`src/rtl/st_bus_pkg.sv`:
```
// Shared types and address map for the ST bus cycle controller.
package st_bus_pkg;

  typedef enum logic [2:0] {R_NONE, R_RAM, R_ROM, R_IO, R_IACK, R_TRAP} region_t;
  typedef enum logic [1:0] {IDLE, DECODE, WAIT, ACK} state_t;

  localparam logic [23:0] ROM_BASE = 24'hFC0000;
  localparam logic [23:0] ROM_TOP  = 24'hFEFFFF;
  localparam logic [23:0] IO_BASE  = 24'hFF8000;
  localparam logic [23:0] SUPV_TOP = 24'h000800;
  localparam logic [23:0] VEC_TOP  = 24'h000007;

  // Level n maps to mask bit n-1; level 0 never autovectors.
  function automatic logic autovec_hit(input logic [6:0] mask, input logic [2:0] lvl);
    logic [7:0] m;
    m = {mask, 1'b0};
    return m[lvl];
  endfunction

endpackage

```
`src/rtl/st_bus_ctrl_decode.sv`:
```
// Combinational region decode of a CPU bus cycle.
module st_addr_decode
  import st_bus_pkg::*;
#(
  parameter logic [23:0] RAM_TOP = 24'h3FFFFF
) (
  input  logic [22:0] addr,
  input  logic [2:0]  fc,
  input  logic        rw_n,
  output region_t     region
);

  logic [23:0] baddr;
  assign baddr = {addr, 1'b0};

  // The reset-vector shadow must beat RAM, otherwise it could never be reached.
  always_comb begin
    region = R_NONE;
    if (fc == 3'b111)                                region = R_IACK;
    else if (!rw_n && !fc[2] && baddr < SUPV_TOP)    region = R_TRAP;
    else if (rw_n && baddr <= VEC_TOP)               region = R_ROM;
    else if (baddr <= RAM_TOP)                       region = R_RAM;
    else if (baddr >= ROM_BASE && baddr <= ROM_TOP)  region = R_ROM;
    else if (baddr >= IO_BASE)                       region = R_IO;
  end

endmodule

```
`src/rtl/st_bus_ctrl.sv`:
```
// Slave-side 68000 bus cycle controller: decode, wait states, timeout,
// supervisor write trap and autovector interrupt acknowledge.
module st_bus_ctrl
  import st_bus_pkg::*;
#(
  parameter int unsigned RAM_WAIT     = 2,
  parameter int unsigned ROM_WAIT     = 2,
  parameter int unsigned BERR_TIMEOUT = 64,
  parameter logic [23:0] RAM_TOP      = 24'h3FFFFF,
  parameter logic [6:0]  AUTOVEC_MASK = 7'b0010100
) (
  input  logic        clk,
  input  logic        reset,
  input  logic        phi1,
  input  logic        phi2,
  input  logic        as_n,
  input  logic        rw_n,
  input  logic        uds_n,
  input  logic        lds_n,
  input  logic [2:0]  fc,
  input  logic [22:0] addr,
  input  logic        io_dtack_n,
  input  logic        io_vpa,
  output logic        dtack_n,
  output logic        vpa_n,
  output logic        berr,
  output logic        ram_cs,
  output logic        rom_cs,
  output logic        io_cs,
  output logic        iack,
  output logic [2:0]  iack_lvl
);

  localparam logic [7:0] RAM_W = 8'(RAM_WAIT);
  localparam logic [7:0] ROM_W = 8'(ROM_WAIT);
  localparam logic [7:0] TMO   = 8'(BERR_TIMEOUT);

  state_t     state;
  region_t    region_d, region_q;
  logic [7:0] cnt, cnt_inc, wait_lim;
  logic       tick, mem_hit, io_hit, tmo_hit;

  // Byte strobes go straight to the slaves; this block never qualifies on them.
  logic strobes_unused;
  assign strobes_unused = uds_n & lds_n;

  st_addr_decode #(.RAM_TOP(RAM_TOP)) u_dec (
    .addr   (addr),
    .fc     (fc),
    .rw_n   (rw_n),
    .region (region_d)
  );

  assign tick     = phi1 | phi2;
  assign cnt_inc  = (cnt == 8'hFF) ? cnt : cnt + 8'd1;
  assign wait_lim = (region_q == R_ROM) ? ROM_W : RAM_W;
  assign mem_hit  = (region_q == R_RAM || region_q == R_ROM) && cnt_inc == wait_lim;
  assign io_hit   = (region_q == R_IO || region_q == R_IACK) && !io_dtack_n;
  assign tmo_hit  = cnt_inc == TMO;

  always_ff @(posedge clk) begin
    if (reset || as_n) begin
      state    <= IDLE;
      region_q <= R_NONE;
      cnt      <= 8'd0;
      dtack_n  <= 1'b1;
      vpa_n    <= 1'b1;
      berr     <= 1'b0;
      ram_cs   <= 1'b0;
      rom_cs   <= 1'b0;
      io_cs    <= 1'b0;
      iack     <= 1'b0;
      iack_lvl <= 3'd0;
    end else begin
      case (state)
        IDLE: if (tick) state <= DECODE;
        DECODE: if (tick) begin
          region_q <= region_d;
          cnt      <= 8'd0;
          ram_cs   <= (region_d == R_RAM);
          rom_cs   <= (region_d == R_ROM);
          io_cs    <= (region_d == R_IO);
          state    <= WAIT;
          case (region_d)
            R_TRAP: begin
              berr  <= 1'b1;
              state <= ACK;
            end
            R_IACK: begin
              // addr[2:0] carries A3..A1, the level being acknowledged
              if (autovec_hit(AUTOVEC_MASK, addr[2:0])) begin
                vpa_n <= 1'b0;
                state <= ACK;
              end else begin
                iack     <= 1'b1;
                iack_lvl <= addr[2:0];
              end
            end
            R_RAM: if (RAM_W == 8'd0) begin
              dtack_n <= 1'b0;
              state   <= ACK;
            end
            R_ROM: if (ROM_W == 8'd0) begin
              dtack_n <= 1'b0;
              state   <= ACK;
            end
            default: ;
          endcase
        end
        WAIT: if (phi2) begin
          cnt <= cnt_inc;
          if (mem_hit || io_hit) begin
            if (io_hit && io_vpa) vpa_n <= 1'b0;
            else                  dtack_n <= 1'b0;
            state <= ACK;
          end else if (tmo_hit) begin
            berr  <= 1'b1;
            state <= ACK;
          end
        end
        ACK: ;
        default: state <= IDLE;
      endcase
    end
  end

endmodule

```
`config.mk`:
```
export PLATFORM = sky130hd
export DESIGN_NAME = st_bus_ctrl
export DESIGN_NICKNAME = d
export VERILOG_FILES = /design/src/rtl/st_bus_pkg.sv /design/src/rtl/st_bus_ctrl_decode.sv /design/src/rtl/st_bus_ctrl.sv
export SDC_FILE = /design/constraint.sdc
export NUM_CORES = 1
export LEC_CHECK = 0
export ABC_AREA = 1
export CELL_PAD_IN_SITES_DETAIL_PLACEMENT = 2
export CELL_PAD_IN_SITES_GLOBAL_PLACEMENT = 2
export CORE_UTILIZATION = 26
export CTS_CLUSTER_DIAMETER = 200
export DETAILED_ROUTE_END_ITERATION = 8
export PLACE_DENSITY_LB_ADDON = 0.1
export SYNTH_ARGS = -nofsm -noshare
export SYNTH_HDL_FRONTEND = slang
export SYNTH_SLANG_ARGS = --single-unit
```
`constraint.sdc`:
```
create_clock -name clk -period 4.4 [get_ports clk]
set_input_delay 0.44 -clock clk [delete_from_list [all_inputs] [get_ports clk]]
set_output_delay 0.44 -clock clk [all_outputs]
set_load 0.03 [all_outputs]
```
Word-level counts from Yosys, hierarchy flattened
Memories as Yosys holds them, arrays and structs flattened.
Cells that the tools add are included.
{"block": "word_totals", "memories": 1, "romBits": 8, "out_inout_bits": 10, "reg_bits": 23, "wordCells": 105, "in_bits": 36}
{"memory": "(name not given)", "depth": 8, "width": 1, "read_ports": 1, "rd_clocked_by_memory_dff": 0, "write_ports": 0, "line": "st_bus_pkg.sv:17", "rtl": "return m[lvl];"}
{"block": "op_classes", "reduce_logical": 24, "n_eq_ne": 26, "n_lt_le_gt_ge": 7, "n_mux": 32, "bitwise_logic": 3, "add_sub_neg": 1}
{"op": "$ge 24x24->1 const B", "n": 2}
{"op": "$le 24x22->1 const B", "n": 1}
{"op": "$le 24x24->1 const B", "n": 1}
{"op": "$le 24x3->1 const B", "n": 1}
{"op": "$lt 24x12->1 const B", "n": 1}
{"op": "$mux 8", "n": 3}
{"op": "$ne 2x2->1 const B", "n": 9}
{"op": "$pmux 8 s2", "n": 1}
{"op": "$mux 3", "n": 5}
{"op": "$mux 1", "n": 13}
{"op": "$eq 3x2->1 const B", "n": 4}
{"op": "$eq 3x3->1 const B", "n": 4}
{"op": "$mux 2", "n": 6}
{"op": "$add 8x1->8 const B", "n": 1}
{"op": "$eq 8x2->1 const B", "n": 1}
{"op": "$eq 8x7->1 const B", "n": 1}
{"op": "$eq 8x8->1 const B", "n": 1}
{"op": "$reduce_and 4->1", "n": 2}
{"op": "$logic_and 1x1->1", "n": 7}
{"op": "$reduce_and 7->1", "n": 1}
{"op": "$eq 3x1->1 const B", "n": 2}
{"op": "$pmux 1 s2", "n": 3}
{"op": "$pmux 2 s3", "n": 1}
{"op": "$reduce_and 6->1", "n": 1}
{"op": "other kinds (15)", "n": 21}

Longest topological paths before layout
Gate-level depths: netlist of the first run.
{"block": "logic_depth", "word_depth": 11, "mapped_depth": 13}

Modules after synthesis
Synthesis of the first run repeated with hierarchy kept, for this count alone.
{"block": "hier_totals", "hier_cells": 249, "area_unflattened_um2": 1542.7}
{"module": "st_bus_ctrl", "instances": 1, "seq_area_each_um2": 460.4, "cells_each": 209, "area_per_inst_um2": 1363.8}
{"module": "st_addr_decode", "instances": 1, "seq_area_each_um2": 0.0, "cells_each": 40, "area_per_inst_um2": 178.9}

Worst setup path after synthesis of the first run
No wires, ideal clock.
{"block": "synth_timing", "path_type": "register to register", "startpoint": "register cnt[0]", "endpoint": "register state[0]", "setup_ps": 119, "path_stages_with_launch": 14, "setup_slack_ps": 2729, "arrival_ps": 1552, "synth_period_minus_slack_ps": 1671, "n_path_buf": 1, "cell_sequence": "dfxtp_1 > ha_1 > nand2_2 > nor2_4 > nand2_2 > buf_6 > nand2_4 > nand2_1 > nor2_2 > nand2_2 > nand2_2 > o21bai_2 > nand2_1 > a21oi_2"}
{"block": "synth_via", "elab_chain_len": 8, "elab_cells_between_ends": 12, "classes_between": "add/sub (1); eq/ne (4); mux (4); reduce/logical (3)"}
{"item": "start, declared", "line": "st_bus_ctrl.sv:40", "rtl": "logic [7:0] cnt, cnt_inc, wait_lim;"}
{"item": "start signal, assigned", "line": "st_bus_ctrl.sv:111", "rtl": "cnt <= cnt_inc;"}
{"item": "$add 8x1->8 / $eq 8x8->1 (equally long branches)", "line": "st_bus_ctrl.sv:55", "rtl": "assign cnt_inc = (cnt == 8'hFF) ? cnt : cnt + 8'd1;"}
{"item": "$mux 8 *", "line": "st_bus_ctrl.sv:55"}
{"item": "$eq 8x2->1", "line": "st_bus_ctrl.sv:57", "rtl": "assign mem_hit = (region_q == R_RAM || region_q == R_ROM) && cnt_inc == wait_lim;"}
{"item": "$logic_and 1x1->1", "line": "st_bus_ctrl.sv:57"}
{"item": "$logic_or 1x1->1", "line": "st_bus_ctrl.sv:112", "rtl": "if (mem_hit || io_hit) begin"}
{"item": "$mux 2", "line": "st_bus_ctrl.sv:112"}
{"item": "$mux 2", "line": "st_bus_ctrl.sv:110", "rtl": "WAIT: if (phi2) begin"}
{"item": "$pmux 2 s3", "line": "st_bus_ctrl.sv:75", "rtl": "case (state)"}
{"item": "end signal, assigned", "line": "st_bus_ctrl.sv:76", "rtl": "IDLE: if (tick) state <= DECODE;"}
{"item": "end signal, assigned", "line": "st_bus_ctrl.sv:115", "rtl": "state <= ACK;"}
{"item": "end signal, assigned", "line": "st_bus_ctrl.sv:118", "rtl": "state <= ACK;"}
{"item": "end, declared", "line": "st_bus_ctrl.sv:38", "rtl": "state_t state;"}
Every way passes the cells marked *; elsewhere a longest branch is shown, timed or not. The select of a mux whose other input is x is not followed.
A chain may end at the register's enable or synchronous reset.

Worst setup path in the final report of the first run
Same ends and word-level chain as after synthesis.

==> impl_metrics.py, run 1 <==
metrics = {
    "outcome": {
        "outcome": "finished, final reports clean",
    },
    "routing": {
        "via_count": 1627,
        "viasPerCell": 4.65,
        "wire_per_inst_um": 13.5,
        "drc": 0,
        "drtAntennaViolNets": 0,
        "drt_iter0_drc": 35,
        "drt_pass1_iterations": 4,
        "route.final.wire_length_mm": 4.74,
    },
    "timing": {
        "clock.fmax_ghz": 0.460,
        "setup-violations-final": 0,
        "post-route-min-period_ns": 2.18,
        "grt_setup_unrepaired": "no",
        "postLayoutSetupSlackWorst_ns": 2.22,
        "timing_max_transition_violations_final": 0,
        "setup_tns_ns": 0,
        "hold_viol_final": 0,
        "worst_clock_skew_ns": 0.00749,
        "max-slew-margin-rel_pct": 58.5,
        "worstMarginPinSlew_ns": 0.622,
        "fin_crit_sh_pct": 49.4,
    },
    "power": {
        "total_power_mw": 0.433,
        "p_leak_nw": 0.811,
        "power-per-cell-area_nw_per_um2": 210,
        "irDropWorstVdd_mv": 0.0858,
    },
    "die": {
        "std_cell_rows": 27,
        "design.die.area_um2": 6110,
        "start_util_pct": 27.2,
        "core_area_um2": 5540,
        "ioPinCount": 46,
        "die_width_um": 78.2,
        "die-height_um": 78.2,
    },
    "clock_network": {
        "cts_inserted_buffers": 3,
        "cts.repair_timing.setup_buffer_count": 0,
        "ctsResizeCount": 0,
        "worstSkewPairLatency_ns": 0.27,
        "tritoncts": "yes",
        "max-clock-path-buffers": 2,
        "ctsRootBufferMaster": "sky130_fd_sc_hd__clkbuf_8",
        "cts_max_level": 1,
        "clock_sinks": 23,
        "cts_hold_buf": 0,
        "clock_pin_slew_reported_for_the_worst_setup_and_hold_paths_after_clock_tree_synthesis_ns": 0.09,
    },
    "global_route": {
        "grt_antenna_before_repair": 0,
        "grt_usage_pct": 17.0,
        "globalRouteOverflowTotal": 0,
        "grt_pass1_wl_mm": 8.17,
        "number_of_global_route_vias_before_repair": 1734,
        "grt_start_max_net_pins": 17,
    },
    "finish": {
        "antenna_cells": 0,
        "layout.core_utilization_pct": 37.2,
        "final_layout_size_suffix_gt1_share_pct": 9.35,
        "mostFrequentLayoutCell": "sky130_fd_sc_hd__nand2_1",
        "fillers": 700,
        "area_delta_synth_final_pct": 36.4,
        "most_frequent_cells_in_the_layout": "sky130_fd_sc_hd__nand2_1, sky130_fd_sc_hd__clkdlybuf4s50_1, sky130_fd_sc_hd__inv_1",
        "design.final.nets": 320,
    },
    "min_path": {
        "min-delay-start": "iack_lvl[0]$_SDFFE_PP0P_",
        "worstHoldPathCells": 2,
        "hold_path_class": "reg -> reg",
        "hold-path-endpoint": "iack_lvl[0]$_SDFFE_PP0P_",
    },
    "placement": {
        "buffer_ports.inserted": 43,
        "post-place-ws_ns": 2.13,
        "place.gp.congestion": 0.708,
        "dp_hpwl_mm": 3.92,
    },
    "setup_path": {
        "critical_path.max_stage_delay_ns": 0.49,
        "worst_path_most_repeated_cell": "sky130_fd_sc_hd__nand2_2",
        "setup.reg_to_reg.worst_slack_ns": 2.22,
        "critical_path.endpoint_type": "register",
        "worst-path-buf-inv": 0,
        "worst_setup_start_kind": "register",
        "r2r_cells": 11,
        "crit_required_ns": 4.60,
        "critPathMaxFanout": 12,
        "worst-endpoint-arrival_ns": 2.38,
        "criticalPathCategory": "reg -> reg",
        "r2r_end": "state[0]$_SDFFE_PP0P_",
        "r2r_start": "cnt[0]$_SDFFE_PP0P_",
        "critical_path.top_delay_family": "simple AND/OR/NAND/NOR gates",
        "cp_cell_sequence": "ha_1 -> nand2_2 -> nor2_4 -> nand2_2 -> o21ai_1 -> nand2_1 -> nor2_2 -> nand2_2 -> nand4_2 -> nand3_1 -> a21oi_2",
        "timing.critical_path.slowest_stage_cell": "sky130_fd_sc_hd__dfxtp_1",
    },
    "synth": {
        "post_synthesis_instance_area_um2": 1510,
        "synth.distinct_cells": 29,
        "synth-adder-area-share_pct": 4.15,
        "synthesis.nets": 274,
        "synthesis.area_per_instance_um2": 6.48,
        "synth_compound_gate_area_share_pct": 14.8,
        "synthSimpleGateAreaFrac_pct": 41.3,
        "synthMuxAreaShare_pct": 0,
        "number_of_standard_cells_after_synthesis": 233,
        "ys_warn_count": 0,
        "ys_seq_area_share_pct": 30.5,
        "largest_family_of_logic_cells_by_synthesized_area": "simple AND/OR/NAND/NOR gates",
        "yosys.area_share.xor_xnor_pct": 1.16,
        "synth.ff_latch_count": 23,
    },
    "flow_run": {
        "cap_violations": 0,
    },
}
==> cell families after synthesis <==
| logic type | Yosys count |
|---|---|
| AND/OR/NAND/NOR | 133 |
| adder cells (fa/ha/maj) | 5 |
| flip-flops | 23 |
| AO/OA/AOI/OAI | 40 |
| buffers and inverters | 30 |
| XOR/XNOR | 2 |
==> through the flow <==
stage               area [um2]  std cells  hold slack, ns
finish                    2060        350           0.453
global route              2060        350           0.480
CTS                       2060        350           0.457
detailed placement        2010        346           0.445
global placement          2010        346           0.435
floorplan                 1510        233           0.472
==> flip-flops by register name, indices dropped and copies added, names as in the netlist <==
name	flops
cnt	8
iack_lvl	3
region_q	3
state	2
berr	1
dtack_n	1
iack	1
io_cs	1
ram_cs	1
rom_cs	1
vpa_n	1
==> metal layers <==
layer	GRT usage [%]	up-vias	part of all wire, %
met3	2.91	2	1.8
met1	22.6	766	50
met5	0	-	0
li1	-	838	-
met4	4.44	0	0.57
met2	28.2	21	48
==> worst max-delay path by stage <==
stage	cells after the start	to	from
finish	11	state[0]$_SDFFE_PP0P_	cnt[0]$_SDFFE_PP0P_
global route	11	state[0]$_SDFFE_PP0P_	cnt[0]$_SDFFE_PP0P_
CTS	12	state[1]$_SDFFE_PP0P_	cnt[0]$_SDFFE_PP0P_
detailed placement	6	iack_lvl[0]$_SDFFE_PP0P_	phi2
global placement	6	iack_lvl[0]$_SDFFE_PP0P_	phi2
floorplan	13	state[0]$_SDFFE_PP0P_	cnt[0]$_SDFFE_PP0P_
==> tightest hold or removal path, cell delays in order, from the launching register on <==
cell and delay, ns:
sky130_fd_sc_hd__dfxtp_1 0.32, sky130_fd_sc_hd__inv_1 0.05, sky130_fd_sc_hd__a21oi_1 0.05
==> layout make-up <==
cell class | count | area [um2] | area share [%]
Timing Repair Buffer | 43 | 430 | 20.9
Clock buffer | 4 | 45.0 | 2.19
Sequential cell | 23 | 460 | 22.4
Inverter | 28 | 105 | 5.11
Tap cell | 72 | 90.1 | 4.38
Multi-Input combinational cell | 180 | 927 | 45.0
==> cells in the mapped netlist <==
| cell type | number | area, um2 |
|---|---|---|
| sky130_fd_sc_hd__nand2_4 | 1 | 11.3 |
| sky130_fd_sc_hd__xnor2_1 | 1 | 8.76 |
| sky130_fd_sc_hd__or2_2 | 2 | 12.5 |
| sky130_fd_sc_hd__o211ai_1 | 1 | 7.51 |
| sky130_fd_sc_hd__nor3_2 | 1 | 10.0 |
| sky130_fd_sc_hd__nand3_1 | 14 | 70.1 |
| sky130_fd_sc_hd__nand3_2 | 4 | 40.0 |
| sky130_fd_sc_hd__nand3b_1 | 1 | 7.51 |
| sky130_fd_sc_hd__nor2_2 | 3 | 18.8 |
| sky130_fd_sc_hd__o21bai_2 | 1 | 11.3 |
| sky130_fd_sc_hd__a21oi_1 | 21 | 105 |
| sky130_fd_sc_hd__xor2_1 | 1 | 8.76 |
| sky130_fd_sc_hd__a21oi_2 | 2 | 17.5 |
| sky130_fd_sc_hd__ha_1 | 5 | 62.6 |
| sky130_fd_sc_hd__nor2_1 | 26 | 97.6 |
| sky130_fd_sc_hd__dfxtp_1 | 23 | 460 |
| sky130_fd_sc_hd__inv_2 | 1 | 3.75 |
| sky130_fd_sc_hd__o21bai_1 | 3 | 22.5 |
| sky130_fd_sc_hd__nand4_2 | 1 | 12.5 |
| sky130_fd_sc_hd__nor3_1 | 2 | 10.0 |
| sky130_fd_sc_hd__nand2_2 | 5 | 31.3 |
| sky130_fd_sc_hd__nor2_4 | 2 | 22.5 |
| sky130_fd_sc_hd__nand2_1 | 66 | 248 |
| sky130_fd_sc_hd__inv_1 | 27 | 101 |
| sky130_fd_sc_hd__o21ai_0 | 11 | 55.1 |
| sky130_fd_sc_hd__nand4_1 | 5 | 31.3 |
| sky130_fd_sc_hd__o21ai_1 | 1 | 5.00 |
| sky130_fd_sc_hd__buf_2 | 1 | 5.00 |
| sky130_fd_sc_hd__buf_6 | 1 | 11.3 |
==> power breakdown <==
group	leakage, nW	switching, mW	internal, mW
logic	0.603	0.0416	0.0420
registers	0.186	0.00242	0.211
clock network	0.0228	0.0709	0.0647
total	0.811	0.115	0.318
Note: power is estimated with default switching activity, not from simulation.
==> run 2: changes to the inputs <==
- CORE_UTILIZATION: 26 -> 24
- clock period: 4.4 -> 2.25 ns (I/O delays scaled with it)
==> run 2 against run 1 <==
Effect of this change: worst setup slack got worse by 2.0 ns; global-route usage fell by 1.1 points; register-to-register slack worse by 2.0 ns; critical path depth unchanged; power increased by 100%; flip-flop and latch count did not move; die area up 8.1%; routed wire length shrank 0.32%; hold slack got worse by 0.0037 ns; via count increased by 3.1%; core utilization is 2.1 points lower; largest power group unchanged.
==> impl_metrics.py, run 2 (synthesis gave the netlist of run 1 again) <==
metrics = {
    "routing": {
        "viasPerCell": 4.69,
        "via_count": 1678,
        "drt_iter0_drc": 27,
        "route.final.wire_length_mm": 4.72,
        "drtAntennaViolNets": 0,
        "drt_pass1_iterations": 4,
        "drc": 0,
        "wire_per_inst_um": 13.2,
    },
    "finish": {
        "largest_reg_flops": 8,
        "most_frequent_cells_in_the_layout": "sky130_fd_sc_hd__nand2_1, sky130_fd_sc_hd__clkdlybuf4s50_1, sky130_fd_sc_hd__inv_1",
        "design.final.nets": 325,
        "mostFrequentLayoutCell": "sky130_fd_sc_hd__nand2_1",
        "layout.core_utilization_pct": 35.0,
        "antenna_cells": 0,
        "final_layout_size_suffix_gt1_share_pct": 11.0,
        "area_delta_synth_final_pct": 39.1,
        "registers_with_the_most_flip_flops": "cnt (8), iack_lvl (3), region_q (3)",
        "fillers": 753,
        "register_ranked_first_by_flip_flop_count": "cnt",
    },
    "die": {
        "start_util_pct": 25.2,
        "design.die.area_um2": 6610,
        "core_area_um2": 5990,
        "die_width_um": 81.3,
        "std_cell_rows": 28,
        "die-height_um": 81.3,
        "ioPinCount": 46,
    },
    "power": {
        "irDropWorstVdd_mv": 0.176,
        "netSwitchingPower_mw": 0.239,
        "seq_power_share_pct": 48.2,
        "power-per-cell-area_nw_per_um2": 412,
        "internal-power_mw": 0.626,
        "comb_power_share_pct": 19.3,
        "p_leak_nw": 0.836,
        "share_clk_of_total_power_pct": 32.5,
        "total_power_mw": 0.865,
        "power.share.switching_pct": 27.6,
    },
    "setup_path": {
        "crit_required_ns": 2.47,
        "setup.reg_to_reg.worst_slack_ns": 0.23,
        "last_element_of_the_critical_path": "state[0]$_SDFFE_PP0P_",
        "worst-endpoint-arrival_ns": 2.24,
        "worst_setup_start_kind": "register",
        "r2r_end": "state[0]$_SDFFE_PP0P_",
        "r2r_start": "cnt[1]$_SDFFE_PP0P_",
        "critPathMaxFanout": 9,
        "criticalPathCategory": "reg -> reg",
        "r2r_cells": 11,
        "critical_path.endpoint_type": "register",
        "launch_point_of_the_worst_path": "cnt[1]$_SDFFE_PP0P_",
    },
    "placement": {
        "post-place-ws_ns": 0.281,
        "place.gp.congestion": 0.783,
        "buffer_ports.inserted": 43,
        "dp_hpwl_mm": 3.85,
    },
    "clock_network": {
        "tritoncts": "yes",
        "clock_sinks": 23,
        "clock_pin_slew_reported_for_the_worst_setup_and_hold_paths_after_clock_tree_synthesis_ns": 0.10,
        "max-clock-path-buffers": 2,
        "cts_hold_buf": 0,
        "cts_inserted_buffers": 3,
        "worstSkewPairLatency_ns": 0.28,
        "ctsRootBufferMaster": "sky130_fd_sc_hd__clkbuf_8",
        "cts.repair_timing.setup_buffer_count": 0,
        "cts_max_level": 1,
        "ctsResizeCount": 0,
    },
    "global_route": {
        "grtUsageMet2_pct": 27.0,
        "grt_most_used_layer": "met2",
        "grt_usage_pct": 15.8,
        "gr-usage-met1_pct": 20.6,
        "grt_antenna_before_repair": 0,
        "grt_pass1_wl_mm": 7.99,
        "globalRouteOverflowTotal": 0,
        "grtUsageMet3_pct": 1.69,
        "number_of_global_route_vias_before_repair": 1754,
        "grt_start_max_net_pins": 15,
    },
    "timing": {
        "setup_tns_ns": 0,
        "timing_max_transition_violations_final": 0,
        "fin_worst_hold_slack_ns": 0.450,
        "max-slew-margin-rel_pct": 77.2,
        "postLayoutSetupSlackWorst_ns": 0.233,
        "grt_setup_unrepaired": "no",
        "worstMarginPinSlew_ns": 0.342,
        "worst_clock_skew_ns": 0.0119,
        "clock.fmax_ghz": 0.496,
        "fin_crit_sh_pct": 89.7,
        "setup-violations-final": 0,
        "post-route-min-period_ns": 2.02,
        "hold_viol_final": 0,
    },
    "flow_run": {
        "cap_violations": 0,
    },
    "min_path": {
        "hold_path_class": "reg -> reg",
    },
    "outcome": {
        "outcome": "finished, final reports clean",
    },
}
[run 2: cell types whose count changed in the layout (fill, tap and decap cells not counted)]
cell	delta
sky130_fd_sc_hd__buf_4	+5
[run 2: power groups by stage]
| stage | clock network [mW] | registers [mW] | logic (mW) |
|---|---|---|---|
| floorplan | 0 | 0.430 | 0.0685 |
| global placement | 0 | 0.426 | 0.167 |
| detailed placement | 0 | 0.427 | 0.170 |
| CTS | 0.292 | 0.417 | 0.171 |
| global route | 0.313 | 0.418 | 0.187 |
| finish | 0.281 | 0.417 | 0.167 |
[run 2: routing by layer]
| metal | vias up | share of wire [%] |
|---|---|---|
| met2 | 26 | 47 |
| met4 | 0 | 1.2 |
| met1 | 797 | 49 |
| met3 | 5 | 3.0 |
| li1 | 850 | - |
| met5 | - | 0 |
[run 2: worst max-delay path, cell delays in order, from the launching register on]
cell and delay (ns):
sky130_fd_sc_hd__dfxtp_1 0.42, sky130_fd_sc_hd__ha_1 0.23, sky130_fd_sc_hd__nand2_2 0.11, sky130_fd_sc_hd__nor2_4 0.11, sky130_fd_sc_hd__nand2_2 0.17, sky130_fd_sc_hd__o21ai_1 0.28, sky130_fd_sc_hd__nor2_1 0.11, sky130_fd_sc_hd__nand3_2 0.10
sky130_fd_sc_hd__nand2_2 0.08, sky130_fd_sc_hd__o21bai_2 0.14, sky130_fd_sc_hd__nand2_1 0.08, sky130_fd_sc_hd__a21oi_2 0.11
[run 2: per-stage QoR]
stage                     instance area, um2  instances
after floorplan                         1510        233
after global placement                  2050        354
after detailed placement                2050        354
after CTS                               2100        358
after global routing                    2100        358
final                                   2100        358
[run 2: how the worst min path moves through the flow]
| stage | startpoint | depth (start not counted) | endpoint | slack [ns] |
|---|---|---|---|---|
| global placement | iack_lvl[2]$_SDFFE_PP0P_ | 2 | iack_lvl[2]$_SDFFE_PP0P_ | 0.44 |
| finish | iack_lvl[1]$_SDFFE_PP0P_ | 2 | iack_lvl[1]$_SDFFE_PP0P_ | 0.45 |
| CTS | iack_lvl[1]$_SDFFE_PP0P_ | 2 | iack_lvl[1]$_SDFFE_PP0P_ | 0.46 |
| detailed placement | dtack_n$_SDFFE_PP1P_ | 2 | dtack_n$_SDFFE_PP1P_ | 0.44 |
| floorplan | reset | 2 | dtack_n$_SDFFE_PP1P_ | 0.38 |
| global route | dtack_n$_SDFFE_PP1P_ | 2 | dtack_n$_SDFFE_PP1P_ | 0.49 |
[run 2: layout make-up]
cell class / instances / area (um2) / share of cell area [%]
Clock buffer: 4 / 45.0 / 2.15
Inverter: 28 / 105 / 5.01
Multi-Input combinational cell: 180 / 927 / 44.2
Sequential cell: 23 / 460 / 21.9
Tap cell: 75 / 93.8 / 4.47
Timing Repair Buffer: 48 / 468 / 22.3
